`config.mk`:
```
export PLATFORM = sky130hd
export DESIGN_NAME = regfile_wb_arbiter_flat
export DESIGN_NICKNAME = d
export VERILOG_FILES = /design/src/rtl/regfile_wb_arbiter_if.sv /design/src/rtl/regfile_wb_arbiter.sv /design/src/flat_wrapper.sv
export SDC_FILE = /design/constraint.sdc
export NUM_CORES = 1
export LEC_CHECK = 0
export CORE_AREA = 2 2 125 127
export DETAILED_ROUTE_END_ITERATION = 10
export DIE_AREA = 0 0 127 129
export HOLD_SLACK_MARGIN = 0.08
export PLACE_DENSITY = 0.78
export SLEW_MARGIN = 25
export SYNTH_ARGS = -nofsm -noshare
export SYNTH_HDL_FRONTEND = slang
export SYNTH_SLANG_ARGS = --single-unit
export TNS_END_PERCENT = 50
```
`constraint.sdc`:
```
create_clock -name clk -period 3.5 [get_ports clk]
set_input_delay 0.525 -clock clk [delete_from_list [all_inputs] [get_ports clk]]
set_output_delay 0.525 -clock clk [all_outputs]
set_load 0.01 [all_outputs]
```
`src/rtl/regfile_wb_arbiter_if.sv`:
```
// rtl/regfile_wb_arbiter_if.sv - issue, writeback and regfile-port bundle for regfile_wb_arbiter
interface regfile_wb_arbiter_if #(
    parameter int DATA_WIDTH     = 32,
    parameter int REG_DATA_WIDTH = 5
);
    logic                         issue_valid;
    logic [REG_DATA_WIDTH-1:0]    issue_rs1;
    logic [REG_DATA_WIDTH-1:0]    issue_rs2;
    logic [REG_DATA_WIDTH-1:0]    issue_rd;
    logic                         issue_is_load;
    logic                         issue_stall;

    logic                         alu_wb_valid;
    logic [REG_DATA_WIDTH-1:0]    alu_wb_rd;
    logic [DATA_WIDTH-1:0]        alu_wb_data;

    logic                         lsu_wb_valid;
    logic [REG_DATA_WIDTH-1:0]    lsu_wb_rd;
    logic [DATA_WIDTH-1:0]        lsu_wb_data;
    logic                         lsu_wb_ready;

    logic                         RegWrite;
    logic [REG_DATA_WIDTH-1:0]    rd;
    logic [DATA_WIDTH-1:0]        ALUout;
    logic [2**REG_DATA_WIDTH-1:0] busy_vec;

    modport master (
        output issue_valid, issue_rs1, issue_rs2, issue_rd, issue_is_load,
        output alu_wb_valid, alu_wb_rd, alu_wb_data,
        output lsu_wb_valid, lsu_wb_rd, lsu_wb_data,
        input  issue_stall, lsu_wb_ready, RegWrite, rd, ALUout, busy_vec
    );

    modport slave (
        input  issue_valid, issue_rs1, issue_rs2, issue_rd, issue_is_load,
        input  alu_wb_valid, alu_wb_rd, alu_wb_data,
        input  lsu_wb_valid, lsu_wb_rd, lsu_wb_data,
        output issue_stall, lsu_wb_ready, RegWrite, rd, ALUout, busy_vec
    );
endinterface

```
`src/rtl/regfile_wb_arbiter.sv`:
```
// rtl/regfile_wb_arbiter.sv - shares the regfile write port between ALU and LSU with a load scoreboard
module regfile_wb_arbiter #(
    parameter int DATA_WIDTH     = 32,
    parameter int REG_DATA_WIDTH = 5,
    parameter int FIFO_DEPTH     = 2,
    parameter int MAX_WAIT       = 4
) (
    input  logic                 clk,
    input  logic                 rst_n,
    regfile_wb_arbiter_if.slave  bus
);
    localparam int NUM_REGS = 2**REG_DATA_WIDTH;
    localparam int PTR_W    = $clog2(FIFO_DEPTH);
    localparam int AGE_W    = $clog2(MAX_WAIT + 1);
    localparam logic [PTR_W:0]   FULL_COUNT = (PTR_W+1)'(FIFO_DEPTH);
    localparam logic [AGE_W-1:0] AGE_LIMIT  = AGE_W'(MAX_WAIT);

    logic [REG_DATA_WIDTH-1:0] fifo_rd   [FIFO_DEPTH];
    logic [DATA_WIDTH-1:0]     fifo_data [FIFO_DEPTH];
    logic [PTR_W-1:0]          wr_ptr;
    logic [PTR_W-1:0]          rd_ptr;
    logic [PTR_W:0]            count;
    logic [AGE_W-1:0]          age;

    logic                      wr_en;
    logic [REG_DATA_WIDTH-1:0] wr_rd;
    logic [DATA_WIDTH-1:0]     wr_data;
    logic                      out_from_fifo;

    logic [NUM_REGS-1:0]       busy;
    logic [NUM_REGS-1:0]       busy_next;

    logic push;
    logic pop;
    logic starve;
    logic issue_accept;

    assign starve           = (age >= AGE_LIMIT);
    assign bus.issue_stall  = bus.issue_valid &&
                              (busy[bus.issue_rs1] || busy[bus.issue_rs2] ||
                               busy[bus.issue_rd] || starve);
    assign issue_accept     = bus.issue_valid && !bus.issue_stall;
    assign bus.lsu_wb_ready = (count != FULL_COUNT);

    assign push = bus.lsu_wb_valid && bus.lsu_wb_ready;
    assign pop  = !bus.alu_wb_valid && (count != '0);

    assign bus.RegWrite = wr_en;
    assign bus.rd       = wr_rd;
    assign bus.ALUout   = wr_data;
    assign bus.busy_vec = busy;

    // Storage needs no reset: entries are only read while count says they are valid.
    always_ff @(posedge clk) begin
        if (push) begin
            fifo_rd[wr_ptr]   <= bus.lsu_wb_rd;
            fifo_data[wr_ptr] <= bus.lsu_wb_data;
        end
    end

    always_ff @(posedge clk or negedge rst_n) begin
        if (!rst_n) begin
            wr_ptr <= '0;
            rd_ptr <= '0;
            count  <= '0;
        end else begin
            if (push) begin
                wr_ptr <= wr_ptr + 1'b1;
            end
            if (pop) begin
                rd_ptr <= rd_ptr + 1'b1;
            end
            count <= count + {{PTR_W{1'b0}}, push} - {{PTR_W{1'b0}}, pop};
        end
    end

    always_ff @(posedge clk or negedge rst_n) begin
        if (!rst_n) begin
            age <= '0;
        end else if ((count == '0) || pop) begin
            age <= '0;
        end else if (!starve) begin
            age <= age + 1'b1;
        end
    end

    always_ff @(posedge clk or negedge rst_n) begin
        if (!rst_n) begin
            wr_en         <= 1'b0;
            wr_rd         <= '0;
            wr_data       <= '0;
            out_from_fifo <= 1'b0;
        end else if (bus.alu_wb_valid) begin
            wr_en         <= (bus.alu_wb_rd != '0);
            wr_rd         <= bus.alu_wb_rd;
            wr_data       <= bus.alu_wb_data;
            out_from_fifo <= 1'b0;
        end else if (pop) begin
            wr_en         <= (fifo_rd[rd_ptr] != '0);
            wr_rd         <= fifo_rd[rd_ptr];
            wr_data       <= fifo_data[rd_ptr];
            out_from_fifo <= 1'b1;
        end else begin
            wr_en         <= 1'b0;
            out_from_fifo <= 1'b0;
        end
    end

    // Clear lands after the commit cycle so a dependent issue never sees stale data; set wins.
    always_comb begin
        busy_next = busy;
        if (wr_en && out_from_fifo) begin
            busy_next[wr_rd] = 1'b0;
        end
        if (issue_accept && bus.issue_is_load && (bus.issue_rd != '0)) begin
            busy_next[bus.issue_rd] = 1'b1;
        end
    end

    always_ff @(posedge clk or negedge rst_n) begin
        if (!rst_n) begin
            busy <= '0;
        end else begin
            busy <= busy_next;
        end
    end
endmodule
```
`src/flat_wrapper.sv`:
```
// flat-port wrapper written by rule: the top's interface ports become plain ports
module regfile_wb_arbiter_flat 
#(
    parameter int DATA_WIDTH     = 32,
    parameter int REG_DATA_WIDTH = 5,
    parameter int FIFO_DEPTH     = 2,
    parameter int MAX_WAIT       = 4
)
  (clk, rst_n, bus_issue_valid, bus_issue_rs1, bus_issue_rs2, bus_issue_rd, bus_issue_is_load, bus_alu_wb_valid, bus_alu_wb_rd, bus_alu_wb_data, bus_lsu_wb_valid, bus_lsu_wb_rd, bus_lsu_wb_data, bus_issue_stall, bus_lsu_wb_ready, bus_RegWrite, bus_rd, bus_ALUout, bus_busy_vec);
  regfile_wb_arbiter_if #(.DATA_WIDTH(DATA_WIDTH), .REG_DATA_WIDTH(REG_DATA_WIDTH)) bus_i ();
  input  logic clk;
  input  logic rst_n;
  input wire logic [$bits(bus_i.issue_valid)-1:0] bus_issue_valid;
  input wire logic [$bits(bus_i.issue_rs1)-1:0] bus_issue_rs1;
  input wire logic [$bits(bus_i.issue_rs2)-1:0] bus_issue_rs2;
  input wire logic [$bits(bus_i.issue_rd)-1:0] bus_issue_rd;
  input wire logic [$bits(bus_i.issue_is_load)-1:0] bus_issue_is_load;
  input wire logic [$bits(bus_i.alu_wb_valid)-1:0] bus_alu_wb_valid;
  input wire logic [$bits(bus_i.alu_wb_rd)-1:0] bus_alu_wb_rd;
  input wire logic [$bits(bus_i.alu_wb_data)-1:0] bus_alu_wb_data;
  input wire logic [$bits(bus_i.lsu_wb_valid)-1:0] bus_lsu_wb_valid;
  input wire logic [$bits(bus_i.lsu_wb_rd)-1:0] bus_lsu_wb_rd;
  input wire logic [$bits(bus_i.lsu_wb_data)-1:0] bus_lsu_wb_data;
  output wire logic [$bits(bus_i.issue_stall)-1:0] bus_issue_stall;
  output wire logic [$bits(bus_i.lsu_wb_ready)-1:0] bus_lsu_wb_ready;
  output wire logic [$bits(bus_i.RegWrite)-1:0] bus_RegWrite;
  output wire logic [$bits(bus_i.rd)-1:0] bus_rd;
  output wire logic [$bits(bus_i.ALUout)-1:0] bus_ALUout;
  output wire logic [$bits(bus_i.busy_vec)-1:0] bus_busy_vec;
  assign bus_i.issue_valid = bus_issue_valid;
  assign bus_i.issue_rs1 = bus_issue_rs1;
  assign bus_i.issue_rs2 = bus_issue_rs2;
  assign bus_i.issue_rd = bus_issue_rd;
  assign bus_i.issue_is_load = bus_issue_is_load;
  assign bus_i.alu_wb_valid = bus_alu_wb_valid;
  assign bus_i.alu_wb_rd = bus_alu_wb_rd;
  assign bus_i.alu_wb_data = bus_alu_wb_data;
  assign bus_i.lsu_wb_valid = bus_lsu_wb_valid;
  assign bus_i.lsu_wb_rd = bus_lsu_wb_rd;
  assign bus_i.lsu_wb_data = bus_lsu_wb_data;
  assign bus_issue_stall = bus_i.issue_stall;
  assign bus_lsu_wb_ready = bus_i.lsu_wb_ready;
  assign bus_RegWrite = bus_i.RegWrite;
  assign bus_rd = bus_i.rd;
  assign bus_ALUout = bus_i.ALUout;
  assign bus_busy_vec = bus_i.busy_vec;
  regfile_wb_arbiter #(.DATA_WIDTH(DATA_WIDTH), .REG_DATA_WIDTH(REG_DATA_WIDTH), .FIFO_DEPTH(FIFO_DEPTH), .MAX_WAIT(MAX_WAIT)) u_core (.clk(clk), .rst_n(rst_n), .bus(bus_i));
endmodule
```
Yosys cells after proc, flatten, opt, wreduce, memory -nomap -nowiden
Memories as Yosys holds them, arrays and structs flattened. Cells that the tools add are included.

Flip-flop bits (word level): 78. Memory bits (read-only): 0. Latch bits: 0. RAM bits: 74. Memories: 2. Output and inout bits: 72. Logic and storage cells: 73.

Multiplexer cells: 24. Divide/modulo/power cells: 0. Shift operators: 0. Equal/unequal tests: 2. Add/subtract/negate cells: 5. Multiply operators: 0. Reductions and logical operators: 21. Bitwise operators: 3. $lt $le $gt $ge: 7.

Memories: u_core.fifo_data (words 2, bits a word 32, read ports 1, clocked after memory_dff 0, write ports 1, line regfile_wb_arbiter.sv:19) `logic [DATA_WIDTH-1:0] fifo_data [FIFO_DEPTH];`; u_core.fifo_rd (words 2, bits a word 5, read ports 1, clocked after memory_dff 0, write ports 1, line regfile_wb_arbiter.sv:18) `logic [REG_DATA_WIDTH-1:0] fifo_rd [FIFO_DEPTH];`.

Operators by type and width (count): 32-bit 2-to-1 mux (4); 32-bit bitwise AND (1); 32-bit inverter (1); 32-bit bitwise OR (1); 5-bit by 6-bit < comparator with 1-bit output (second input constant) (4); 1-bit binary-select mux with 5-bit select (3); 5-bit nonzero test (3); 1-bit 2-to-1 mux (11); 1-bit demux with 5-bit select (2); 5-bit by 1-bit greater-or-equal comparator with 1-bit output (second input constant) (2); 5-bit 2-to-1 mux (2); 1-bit logical AND (9); 3-bit 2-to-1 mux (2); 1-bit logical OR (4); 2-bit != test (second input constant) (2); 2-bit nonzero test (2); 3-bit by 1-bit adder with 3-bit output (second input constant) (1); 3-bit greater-or-equal comparator (second input constant) (1); 1-bit adder (second input constant) (2); 2-bit by 1-bit adder with 2-bit output (1); 1-bit logical NOT (2); 2-bit logical NOT (1); 2-bit by 1-bit subtractor with 2-bit output (1).

Logic depth before layout (Yosys ltp)
Gate-level depths: netlist of run 1.

Word-level depth: 11. Depth in mapped cells: 9. Gate-level depth less buffers: 7.

Least setup slack after synthesis of run 1
OpenSTA, ideal clock, no wires.

Path type: input to output. Start: input bus_issue_rd[0]. End: output bus_issue_stall. Arrival time: 2.142 ns. Stages on the path: 6. Required time: 2.975 ns. Buffers on the path: 1. Slack: 0.833 ns. Path through: buf_2 > mux4_2 > a221o_1 > a21oi_1 > nand4_1 > o31a_1.

Cells in the longest elaborated chain, start to end: 5.

Ends and longest elaborated chain: from (decl) (line flat_wrapper.sv:16) `input wire logic [$bits(bus_i.issue_rd)-1:0] bus_issue_rd;`; 1-bit binary-select mux with 5-bit select (line regfile_wb_arbiter.sv:41) `busy[bus.issue_rd] || starve);`; 1-bit 2-to-1 mux (not written as such) (line regfile_wb_arbiter.sv:41); 1-bit logical OR (line regfile_wb_arbiter.sv:40) `(busy[bus.issue_rs1] || busy[bus.issue_rs2] ||`; 1-bit logical OR (line regfile_wb_arbiter.sv:41); 1-bit logical AND (line regfile_wb_arbiter.sv:39) `assign bus.issue_stall = bus.issue_valid &&`; to (decl) (line flat_wrapper.sv:24) `output wire logic [$bits(bus_i.issue_stall)-1:0] bus_issue_stall;`.

No other way between the ends. The select of a mux whose other input is x is not followed.

Worst setup path after layout of run 1
Ends and elaborated chain as after synthesis.

==> results of run 1 <==
==> path summary, 6_finish.rpt <==
path / from / end / slack (ns) / depth (start not counted)
setup / recovery: bus_issue_rd[0] / bus_issue_stall / 0.10 / 8
hold / removal: rst_n / u_core.bus.ALUout[0] / 0.14 / 1
setup reg to reg: u_core.bus.busy_vec[11] / u_core.bus.busy_vec[13] / 1.10 / 7
hold reg to reg: u_core.wr_ptr / u_core.wr_ptr / 0.56 / 1
max in group asynchronous: rst_n / u_core.rd_ptr / 2.79 / 1
min in group clk: bus_alu_wb_valid / u_core.out_from_fifo / 0.39 / 2
==> cell type report <==
cell class / count / area share [%]
tap: 188 / 2.380
timing repair buffer: 195 / 19.16
inverter: 7 / 0.2658
sequential: 152 / 42.27
clock buffer: 18 / 4.342
clock inverter: 14 / 1.380
multi-input combinational: 479 / 30.20
==> what timing repair did <==
item                                    CTS  global route
gates resized for setup                   1             3
pin swaps                                 0             1
endpoints found under the setup margin    1             1
hold endpoints to repair                  0             0
hold buffers                              0             0
==> power breakdown <==
group / internal, uW / switching, uW
sequential: 2470 / 690
clock: 995 / 754
combinational: 1380 / 1390
==> state kept, by name, indices dropped and copies added, names as in the netlist, 2 cells and up <==
register and flops:
u_core.bus.ALUout 32, u_core.fifo_rd 10, u_core.fifo_data 64, u_core.age 3, u_core.bus.busy_vec 32, u_core.count 2, u_core.bus.rd 5
==> metal layers <==
layer | track usage (%) | part of all wire [%] | vias to the layer above
li1 | - | - | 2839
met1 | 33.49 | 40 | 3028
met2 | 44.47 | 49 | 284
met3 | 6.403 | 7.4 | 55
met4 | 11.51 | 3.2 | 0
met5 | 0 | 0 | -
==> worst reg2reg max path: cells and delay by family, from the launching register on <==
family	cells	cell delay [ns]
buffers and inverters	1	0.24
AO/OA/AOI/OAI	3	0.58
flip-flops	1	0.50
AND/OR/NAND/NOR	2	0.50
multiplexers	1	0.51
==> cell families (layout without fill, tap and decap cells) <==
| family | count (synthesis) | count (layout) |
|---|---|---|
| simple gates | 232 | 232 |
| compound gates | 164 | 164 |
| flops | 152 | 152 |
| mux | 74 | 74 |
| buf+inv | 59 | 234 |
| xor+xnor | 5 | 5 |
| fa+ha+maj | 4 | 4 |
==> through the flow <==
stage          cells  hold WS [ns]  instance area, um^2  total power, uW
2_1_floorplan    690        0.2294                 7385             4427
3_3_place_gp    1021        0.5291                 9306             5818
3_5_place_dp    1021        0.5491                 9306             5927
4_1_cts         1053        0.3118                 9871             7702
5_1_grt         1053        0.1973                 9884             8095
6_report        1053        0.1445                 9884             7678
==> placed cells by master (no fill, tap or decap), types with 8 or more instances in the layout <==
cell type        netlist  layout
a21oi_1               39      39
o21ai_0               69      69
buf_4                  0      27
nand3b_1               8       8
clkbuf_16              0      17
nor2_1                67      65
mux4_2                10      10
nor2b_1                8       8
mux2i_1               60      60
nor3_1                 9       9
edfxtp_1              74      74
nand3_1               46      46
clkdlybuf4s50_1        0     162
o21ai_1               31      31
dfrtp_1               78      77
nand2_1               63      63
==> metrics, run 1 <==
status=finished, final reports clean; P&R area growth vs syn=33.85%; Sequential Area=0.004178 mm^2; number of antenna violations at the first check in global routing=0; Initial Util=49.31%; cell area after synthesis=0.007385 mm^2; Clock transition at path regs=0.06 ns; synth warn=0; I/O Pins=167; Post-Syn Instances=690; cell family with most CP delay=buffers and inverters; DR vias=6206; Req. time, crit path=2.97 ns; H-tree depth=4; CP Capture Type=output port; dominant cells by area after synthesis=edfxtp_1 (30%), dfrtp_1 (26%), mux2i_1 (8.1%); clk_skew=0.01222 ns; RSZ-0062 raised after global routing=false; Buf/Inv on CP=3; Least-Margin Pin Slew=0.9420 ns; Slew headroom=37.20%; Routability Congestion=0.9524; core box area=0.01498 mm^2; Total GRT Usage=26.64%; CTS Root Cell=clkbuf_16; FF+latch count, synth=152; TNS Setup=0 ns; largest family of logic cells by synthesized area=simple AND/OR/NAND/NOR gates; footprint of the multi-input gates=0.002985 mm^2; FFs w/ async S/R, synth=51.32%; vias in the first global route=6275; slowest cell delay on critical path=0.50 ns; Primary FF master, synth=dfrtp_1; FP Rows=45; sequential area share after synthesis=56.52%; DP Wirelength=14720 um; VDD IR max=0.4776 mV; Synth area leader=edfxtp_1; routed len/inst=20.47 um; total of max-cap violations=0; Finish-stage setup viols=0; iteration-0 DRC count of the detailed router=362; Final Max Tran Viols=0; P per Cell Area=776.8 mW/mm^2; Synth Area in XOR/XNOR=0.5930%; Crit path arrival time=2.87 ns; worst setup margin=0.1022 ns; TritonCTS Buffers=17; clock tree sinks=152; Synth Area in Compound Gates=12.11%; mux cell area share after synthesis=11.79%; final wirelength=21560 um; Final Hold Fails=0; CTS tree=built; grt ovf=0; crit start category=input port; Simple-Gate Fraction of Synth Area=14.86%; P_leak=0.003771 uW; largest net degree at the start of global routing=79; fin crit share=97.08%; NumNets Final=951; number of library cell types mapped by synthesis=49; worst skew pair latency=0.42 ns; EDFF count, synth=74; net count after synthesis=789; post-layout util=66.00%; clk buf depth=2; first-pass GRT wire length=33520 um; die area=0.01638 mm^2; worst hold path type=in2async; fill count=1137; syn_area_per_cell=10.70 um^2; vias per inst=5.894; IO Port Bufs=166; DRC=0; Adder-Cell Fraction of Synth Area=0.6777%; worst-path cell chain=clkdlybuf4s50_1 > buf_6 > mux4_2 > a221o_1 > a21oi_1 > nand4_1 > o31a_1 > clkdlybuf4s15_1; Tmin final=3.398 ns; layout cells sized above 1=9.942%; die width=127 um; CP max stage cell=clkdlybuf4s50_1; most common cell in the netlist=dfrtp_1; setup slack after placement=-0.1572 ns; CP Class=in2out; top cells by count, synth=dfrtp_1 (78), edfxtp_1 (74), o21ai_0 (69), nor2_1 (67), nand2_1 (63); Setup Buffers After CTS=0; post-synth top area share=30.09%; Ant. Diodes=0; maximum clock frequency=294.3 MHz; Pre-antenna DRT Iters=7; peak fanout along the critical path=6; Die H=129 um; ANT nets after route=0
(Power assumes the default switching activity.)
==> run 2: changes to the inputs <==
--- a/config.mk
+++ b/config.mk
@@ -5,11 +5,11 @@
 export SDC_FILE = /design/constraint.sdc
 export NUM_CORES = 1
 export LEC_CHECK = 0
-export CORE_AREA = 2 2 125 127
+export CORE_AREA = 2 2 124 126
 export DETAILED_ROUTE_END_ITERATION = 10
-export DIE_AREA = 0 0 127 129
+export DIE_AREA = 0 0 126 128
 export HOLD_SLACK_MARGIN = 0.08
-export PLACE_DENSITY = 0.78
+export PLACE_DENSITY = 0.8
 export SLEW_MARGIN = 25
 export SYNTH_ARGS = -nofsm -noshare
 export SYNTH_HDL_FRONTEND = slang
==> run 2 against run 1 <==
Register-to-register slack improved by 0.03 ns. Critical endpoint unchanged. Global-route usage is 0.71 points higher. Sequential power decreased by 1%. Routed wire length rose by 1.1%. Count of clock-buffer cells in the layout is 7 higher.
==> metrics, run 2 (synthesis gave the netlist of run 1 again) <==
vias in the first global route=6447 (was 6275); CP Capture Type=output port (unchanged); DP Wirelength=15020 um (was 14720 um); grt ovf=0 (unchanged); first-pass GRT wire length=34200 um (was 33520 um); max reg flops=64 (unchanged); Final Max Tran Viols=0 (unchanged); Pre-antenna DRT Iters=7 (unchanged); H-tree depth=4 (unchanged); status=finished, final reports clean (unchanged); Setup Buffers After CTS=0 (unchanged); CTS Root Cell=clkbuf_16 (unchanged); most frequent cells in the layout=clkdlybuf4s50_1 (163), dfrtp_1 (77), edfxtp_1 (74) (was clkdlybuf4s50_1 (162), dfrtp_1 (77), edfxtp_1 (74)); worst hold path type=in2async (unchanged); setup slack after placement=-0.1257 ns (was -0.1572 ns); Least-Margin Pin Slew=0.9172 ns (was 0.9420 ns); WHS=0.1348 ns (was 0.1445 ns); routed len/inst=20.75 um (was 20.47 um); Finish-stage setup viols=0 (unchanged); Total GRT Usage=27.35% (was 26.64%); peak fanout along the critical path=8 (was 6); final wirelength=21810 um (was 21560 um); footprint of the multi-input gates=0.002985 mm^2 (unchanged); clk_skew=0.01152 ns (was 0.01222 ns); CP Class=in2out (unchanged); crit start category=input port (unchanged); Initial Util=49.68% (was 49.31%); P&R area growth vs syn=33.62% (was 33.85%); most flop-heavy register=u_core.fifo_data (unchanged); ANT nets after route=0 (unchanged); VDD IR max=0.4752 mV (was 0.4776 mV); Ant. Diodes=0 (unchanged); most utilized layer in the global route result=met2 (unchanged); DRC=0 (unchanged); clock tree sinks=152 (unchanged); number of antenna violations at the first check in global routing=1 (was 0); P_leak=0.003759 uW (was 0.003771 uW); Sequential Area=0.004175 mm^2 (was 0.004178 mm^2); iteration-0 DRC count of the detailed router=690 (was 362); largest net degree at the start of global routing=79 (unchanged); TNS Setup=0 ns (unchanged); die width=126 um (was 127 um); DR vias=6216 (was 6206); maximum clock frequency=291.9 MHz (was 294.3 MHz); vias per inst=5.914 (was 5.894); layout cells sized above 1=9.502% (was 9.942%); Req. time, crit path=2.97 ns (about the same); met2 Track Usage GR=45.73% (was 44.47%); Clock transition at path regs=0.06 ns (about the same); Slew headroom=38.85% (was 37.20%); CTS tree=built (unchanged); P per Cell Area=774.7 mW/mm^2 (was 776.8 mW/mm^2); core box area=0.01486 mm^2 (was 0.01498 mm^2); worst setup margin=0.07409 ns (was 0.1022 ns); Final Hold Fails=0 (unchanged); Die H=128 um (was 129 um); RSZ-0062 raised after global routing=false (unchanged); GR Util met3=8.097% (was 6.403%); FP Rows=45 (unchanged); fill count=1135 (was 1137); Crit path arrival time=2.90 ns (was 2.87 ns); GRT met1 Usage=33.83% (was 33.49%); worst skew pair latency=0.43 ns (was 0.42 ns); total of max-cap violations=0 (unchanged); die area=0.01613 mm^2 (was 0.01638 mm^2); Routability Congestion=0.9433 (was 0.9524); NumNets Final=949 (was 951); fin crit share=97.88% (was 97.08%); I/O Pins=167 (unchanged); Tmin final=3.426 ns (was 3.398 ns); IO Port Bufs=166 (unchanged); clk buf depth=2 (unchanged); commonest non-fill, non-tap cell in the layout=clkdlybuf4s50_1 (unchanged); TritonCTS Buffers=17 (unchanged)
==> run 2: what timing repair did <==
| action | 4_1_cts | 5_1_grt |
|---|---|---|
| hold buffers | 0 | 0 |
| endpoints found under the setup margin | 1 | 0 |
| resized for setup | 2 | 0 |
==> run 2: final cells by class <==
cell class	instances	area share [%]
repair buffers	193	18.88
multi-input cells	479	30.26
flip-flops and latches	152	42.32
clock buffers	25	5.351
inverters	7	0.2663
well taps	188	2.384
clock inverters	7	0.5453
==> run 2: metrics by stage <==
| stage | utilization [%] | std cells | power [uW] | instance area (um^2) |
|---|---|---|---|---|
| finish | 66.38 | 1051 | 7644 | 9867 |
| global route | 66.38 | 1051 | 8033 | 9867 |
| CTS | 66.36 | 1051 | 7654 | 9863 |
| detailed placement | 62.42 | 1019 | 5861 | 9279 |
| global placement | 62.42 | 1019 | 5739 | 9279 |
| floorplan | - | 690 | 4427 | 7385 |
==> run 2: final timing paths <==
check,cells after the start,end,startpoint,slack [ns]
min in group clk,2,u_core.out_from_fifo,bus_alu_wb_valid,0.35
worst min-delay path,1,u_core.bus.busy_vec[5],rst_n,0.13
max in group asynchronous,1,u_core.rd_ptr,rst_n,2.82
worst min register to register,1,u_core.wr_ptr,u_core.wr_ptr,0.56
worst max-delay path,8,bus_issue_stall,bus_issue_rd[0],0.07
worst max register to register,7,u_core.bus.busy_vec[13],u_core.bus.busy_vec[11],1.13
==> run 2: routing by layer <==
| layer | vias up | routed length [um] |
|---|---|---|
| li1 | 2837 | - |
| met1 | 3016 | 8618 |
| met2 | 312 | 10760 |
| met3 | 49 | 1916 |
| met4 | 2 | 498 |
| met5 | - | 12 |
==> run 2: critical path, cell delays in order <==
cell,delay (ns)
clkdlybuf4s50_1,0.49
buf_6,0.15
mux4_2,0.50
a221o_1,0.37
a21oi_1,0.15
nand4_1,0.13
o31a_1,0.32
dlygate4sd2_1,0.28
==> run 2: where the power goes <==
part / leakage, uW / internal (uW) / switching, uW
combinational: 0.00189 / 1350 / 1410
sequential: 0.00159 / 2470 / 648
clock: 0.000277 / 1050 / 714
total: 0.00376 / 4880 / 2770
==> run 3: changes to the inputs <==
==> constraint.sdc (replaced) <==
create_clock -name clk -period 3.5 [get_ports clk]
set_input_delay 0.7 -clock clk [delete_from_list [all_inputs] [get_ports clk]]
set_output_delay 0.7 -clock clk [all_outputs]
set_load 0.01 [all_outputs]
==> run 3 against run 2 <==
Sequential share of layout area decreased by 0.87 points. First-iteration DRC count unchanged. Maximum frequency increased by 2.4%. Critical endpoint unchanged. Flip-flop and latch count unchanged. Non-clock buffer count increased by 14. Via count increased by 1.5%. Sequential power about the same. Cell area increased by 2.1%.
==> metrics, run 3 (synthesis gave the netlist of run 1 again) <==
CP Launch Point=bus_issue_rd[2] (was bus_issue_rd[0]); Ant. Diodes=0 (unchanged); Clock transition at path regs=0.06 ns (about the same); CTS Root Cell=clkbuf_16 (unchanged); Post-CTS Hold Fix Bufs=0 (unchanged); total of max-cap violations=0 (unchanged); CP Capture Type=output port (unchanged); P_leak=0.003897 uW (was 0.003759 uW); layout cells sized above 1=11.40% (was 9.502%); Final Max Tran Viols=0 (unchanged); RSZ-0062 raised after global routing=false (unchanged); fin cells=1065 (was 1051); worst skew pair latency=0.41 ns (was 0.43 ns); setup slack after placement=-0.4042 ns (was -0.1257 ns); CP max stage cell=clkdlybuf4s50_1 (was mux4_2); footprint of the multi-input gates=0.002993 mm^2 (was 0.002985 mm^2); Sequential Area=0.004175 mm^2 (unchanged); first-pass GRT wire length=34120 um (was 34200 um); cell family with most CP delay=buffers and inverters (unchanged); VDD IR max=0.4738 mV (was 0.4752 mV); die width=126 um (unchanged); routed len/inst=20.22 um (was 20.75 um); fin crit share=95.55% (was 97.88%); Routability Congestion=0.9301 (was 0.9433); vias in the first global route=6344 (was 6447); most flop-heavy register=u_core.fifo_data (unchanged); worst setup margin=0.1558 ns (was 0.07409 ns); Initial Util=49.68% (unchanged); ANT nets after route=0 (unchanged); iteration-0 DRC count of the detailed router=690 (unchanged); # placed instances=1032 (was 1019); DR vias=6307 (was 6216); Least-Margin Pin Slew=0.8435 ns (was 0.9172 ns); Post-DP Area=0.009389 mm^2 (was 0.009279 mm^2); number of antenna violations at the first check in global routing=1 (unchanged); Tmin final=3.344 ns (was 3.426 ns); post-route cell area=0.01007 mm^2 (was 0.009867 mm^2); Combinational Power Share=35.8% (was 36.1%); I/O Pins=167 (unchanged); vias per inst=5.922 (was 5.914); H-tree depth=4 (unchanged); max reg flops=64 (unchanged); sequential share of power=39.3% (was 40.8%); TritonCTS Buffers=17 (unchanged); core box area=0.01486 mm^2 (unchanged); Crit path arrival time=2.64 ns (was 2.90 ns); P per Cell Area=781.8 mW/mm^2 (was 774.7 mW/mm^2); FP Rows=45 (unchanged); clk buf depth=2 (unchanged); Total GRT Usage=27.18% (was 27.35%); clk_skew=0.01275 ns (was 0.01152 ns); Die H=128 um (unchanged); internal power=5112 uW (was 4876 uW); NumNets Final=963 (was 949); Buf/Inv on CP=2 (was 3); grt ovf=0 (unchanged); worst-path cell chain=clkdlybuf4s50_1 > mux4_2 > o2111a_1 > a31oi_2 > nand2_1 > o31a_1 > buf_2 (was clkdlybuf4s50_1 > buf_6 > mux4_2 > a221o_1 > a21oi_1 > nand4_1 > o31a_1 > dlygate4sd2_1); Pre-antenna DRT Iters=7 (unchanged); Reg-to-Reg Start=u_core.bus.busy_vec[11] (unchanged); status=finished, final reports clean (unchanged); final wirelength=21530 um (was 21810 um); die area=0.01613 mm^2 (unchanged); clock tree sinks=152 (unchanged); commonest non-fill, non-tap cell in the layout=clkdlybuf4s50_1 (unchanged); worst hold path type=in2async (unchanged); slowest cell delay on critical path=0.64 ns (was 0.50 ns); IO Port Bufs=166 (unchanged); maximum clock frequency=299.0 MHz (was 291.9 MHz); DRC=0 (unchanged); crit start category=input port (unchanged); Slew headroom=43.77% (was 38.85%); CP Class=in2out (unchanged); Finish-stage setup viols=0 (unchanged); P&R area growth vs syn=36.41% (was 33.62%); fill count=1094 (was 1135); Final Hold Fails=0 (unchanged); switch share=35.09% (was 36.22%); peak fanout along the critical path=6 (was 8); largest net degree at the start of global routing=79 (unchanged); P_sw=2763 uW (was 2769 uW); DP Wirelength=15010 um (was 15020 um); most frequent cells in the layout=clkdlybuf4s50_1 (159), dfrtp_1 (77), edfxtp_1 (74) (was clkdlybuf4s50_1 (163), dfrtp_1 (77), edfxtp_1 (74)); CTS tree=built (unchanged); Clock power frac=25.0% (was 23.1%); Req. time, crit path=2.80 ns (was 2.97 ns)
[run 3: power groups by stage]
| stage | combinational [uW] | sequential, uW | clock (uW) |
|---|---|---|---|
| 2_1_floorplan | 1460 | 2970 | 0 |
| 3_3_place_gp | 2710 | 3080 | 0 |
| 3_5_place_dp | 2780 | 3100 | 0 |
| 4_1_cts | 2820 | 3080 | 1990 |
| 5_1_grt | 3080 | 3160 | 2060 |
| 6_report | 2820 | 3090 | 1970 |
[run 3: worst paths after layout]
kind                            depth (start not counted)  slack, ns                 endpoint
worst max-delay path                                    7       0.16          bus_issue_stall
worst max register to register                          7       1.12  u_core.bus.busy_vec[13]
worst min register to register                          1       0.56            u_core.wr_ptr
min in group clk                                        1       0.56            u_core.wr_ptr
worst min-delay path                                    1       0.33   u_core.bus.busy_vec[3]
max in group asynchronous                               1       2.65            u_core.rd_ptr
[run 3: metrics by stage]
| step | power, uW | utilization, % | hold WS, ns | TNS [ns] |
|---|---|---|---|---|
| 4_1_cts | 7890 | 67.59 | 0.4968 | 0 |
| 3_5_place_dp | 5884 | 63.17 | 0.5485 | -0.4042 |
| 6_report | 7876 | 67.77 | 0.3251 | 0 |
| 5_1_grt | 8291 | 67.77 | 0.3789 | 0 |
| 3_3_place_gp | 5787 | 63.17 | 0.5276 | -0.4048 |
| 2_1_floorplan | 4427 | - | 0.4044 | 0 |
[run 3: what timing repair did]
item                                    in CTS  in global routing
resized for setup                            8                  7
setup buffers                                1                  0
endpoints found under the setup margin       1                  1
pin swaps                                    3                  3
[run 3: per-layer routing]
layer | up-vias | global-route usage, % | wire [um]
met5 | - | 0 | 11
met4 | 2 | 9.567 | 599
met3 | 49 | 6.636 | 1831
met2 | 342 | 45.54 | 10390
met1 | 3044 | 34.77 | 8696
li1 | 2870 | - | -
[run 3: area by class of cell]
cell class,instances,area share (%)
sequential,152,41.45
multi-input combinational,479,29.71
timing repair buffer,207,19.84
clock buffer,19,4.496
tap,188,2.335
clock inverter,13,1.913
inverter,7,0.2608
[run 3: worst reg2reg max path, cell delays in order, from the launching register on]
cell and delay [ns]:
dfrtp_1 0.48, mux4_2 0.50, a22o_1 0.23, a41o_1 0.24, buf_4 0.24, nor4_1 0.35, nand3_1 0.13, o21ai_1 0.14
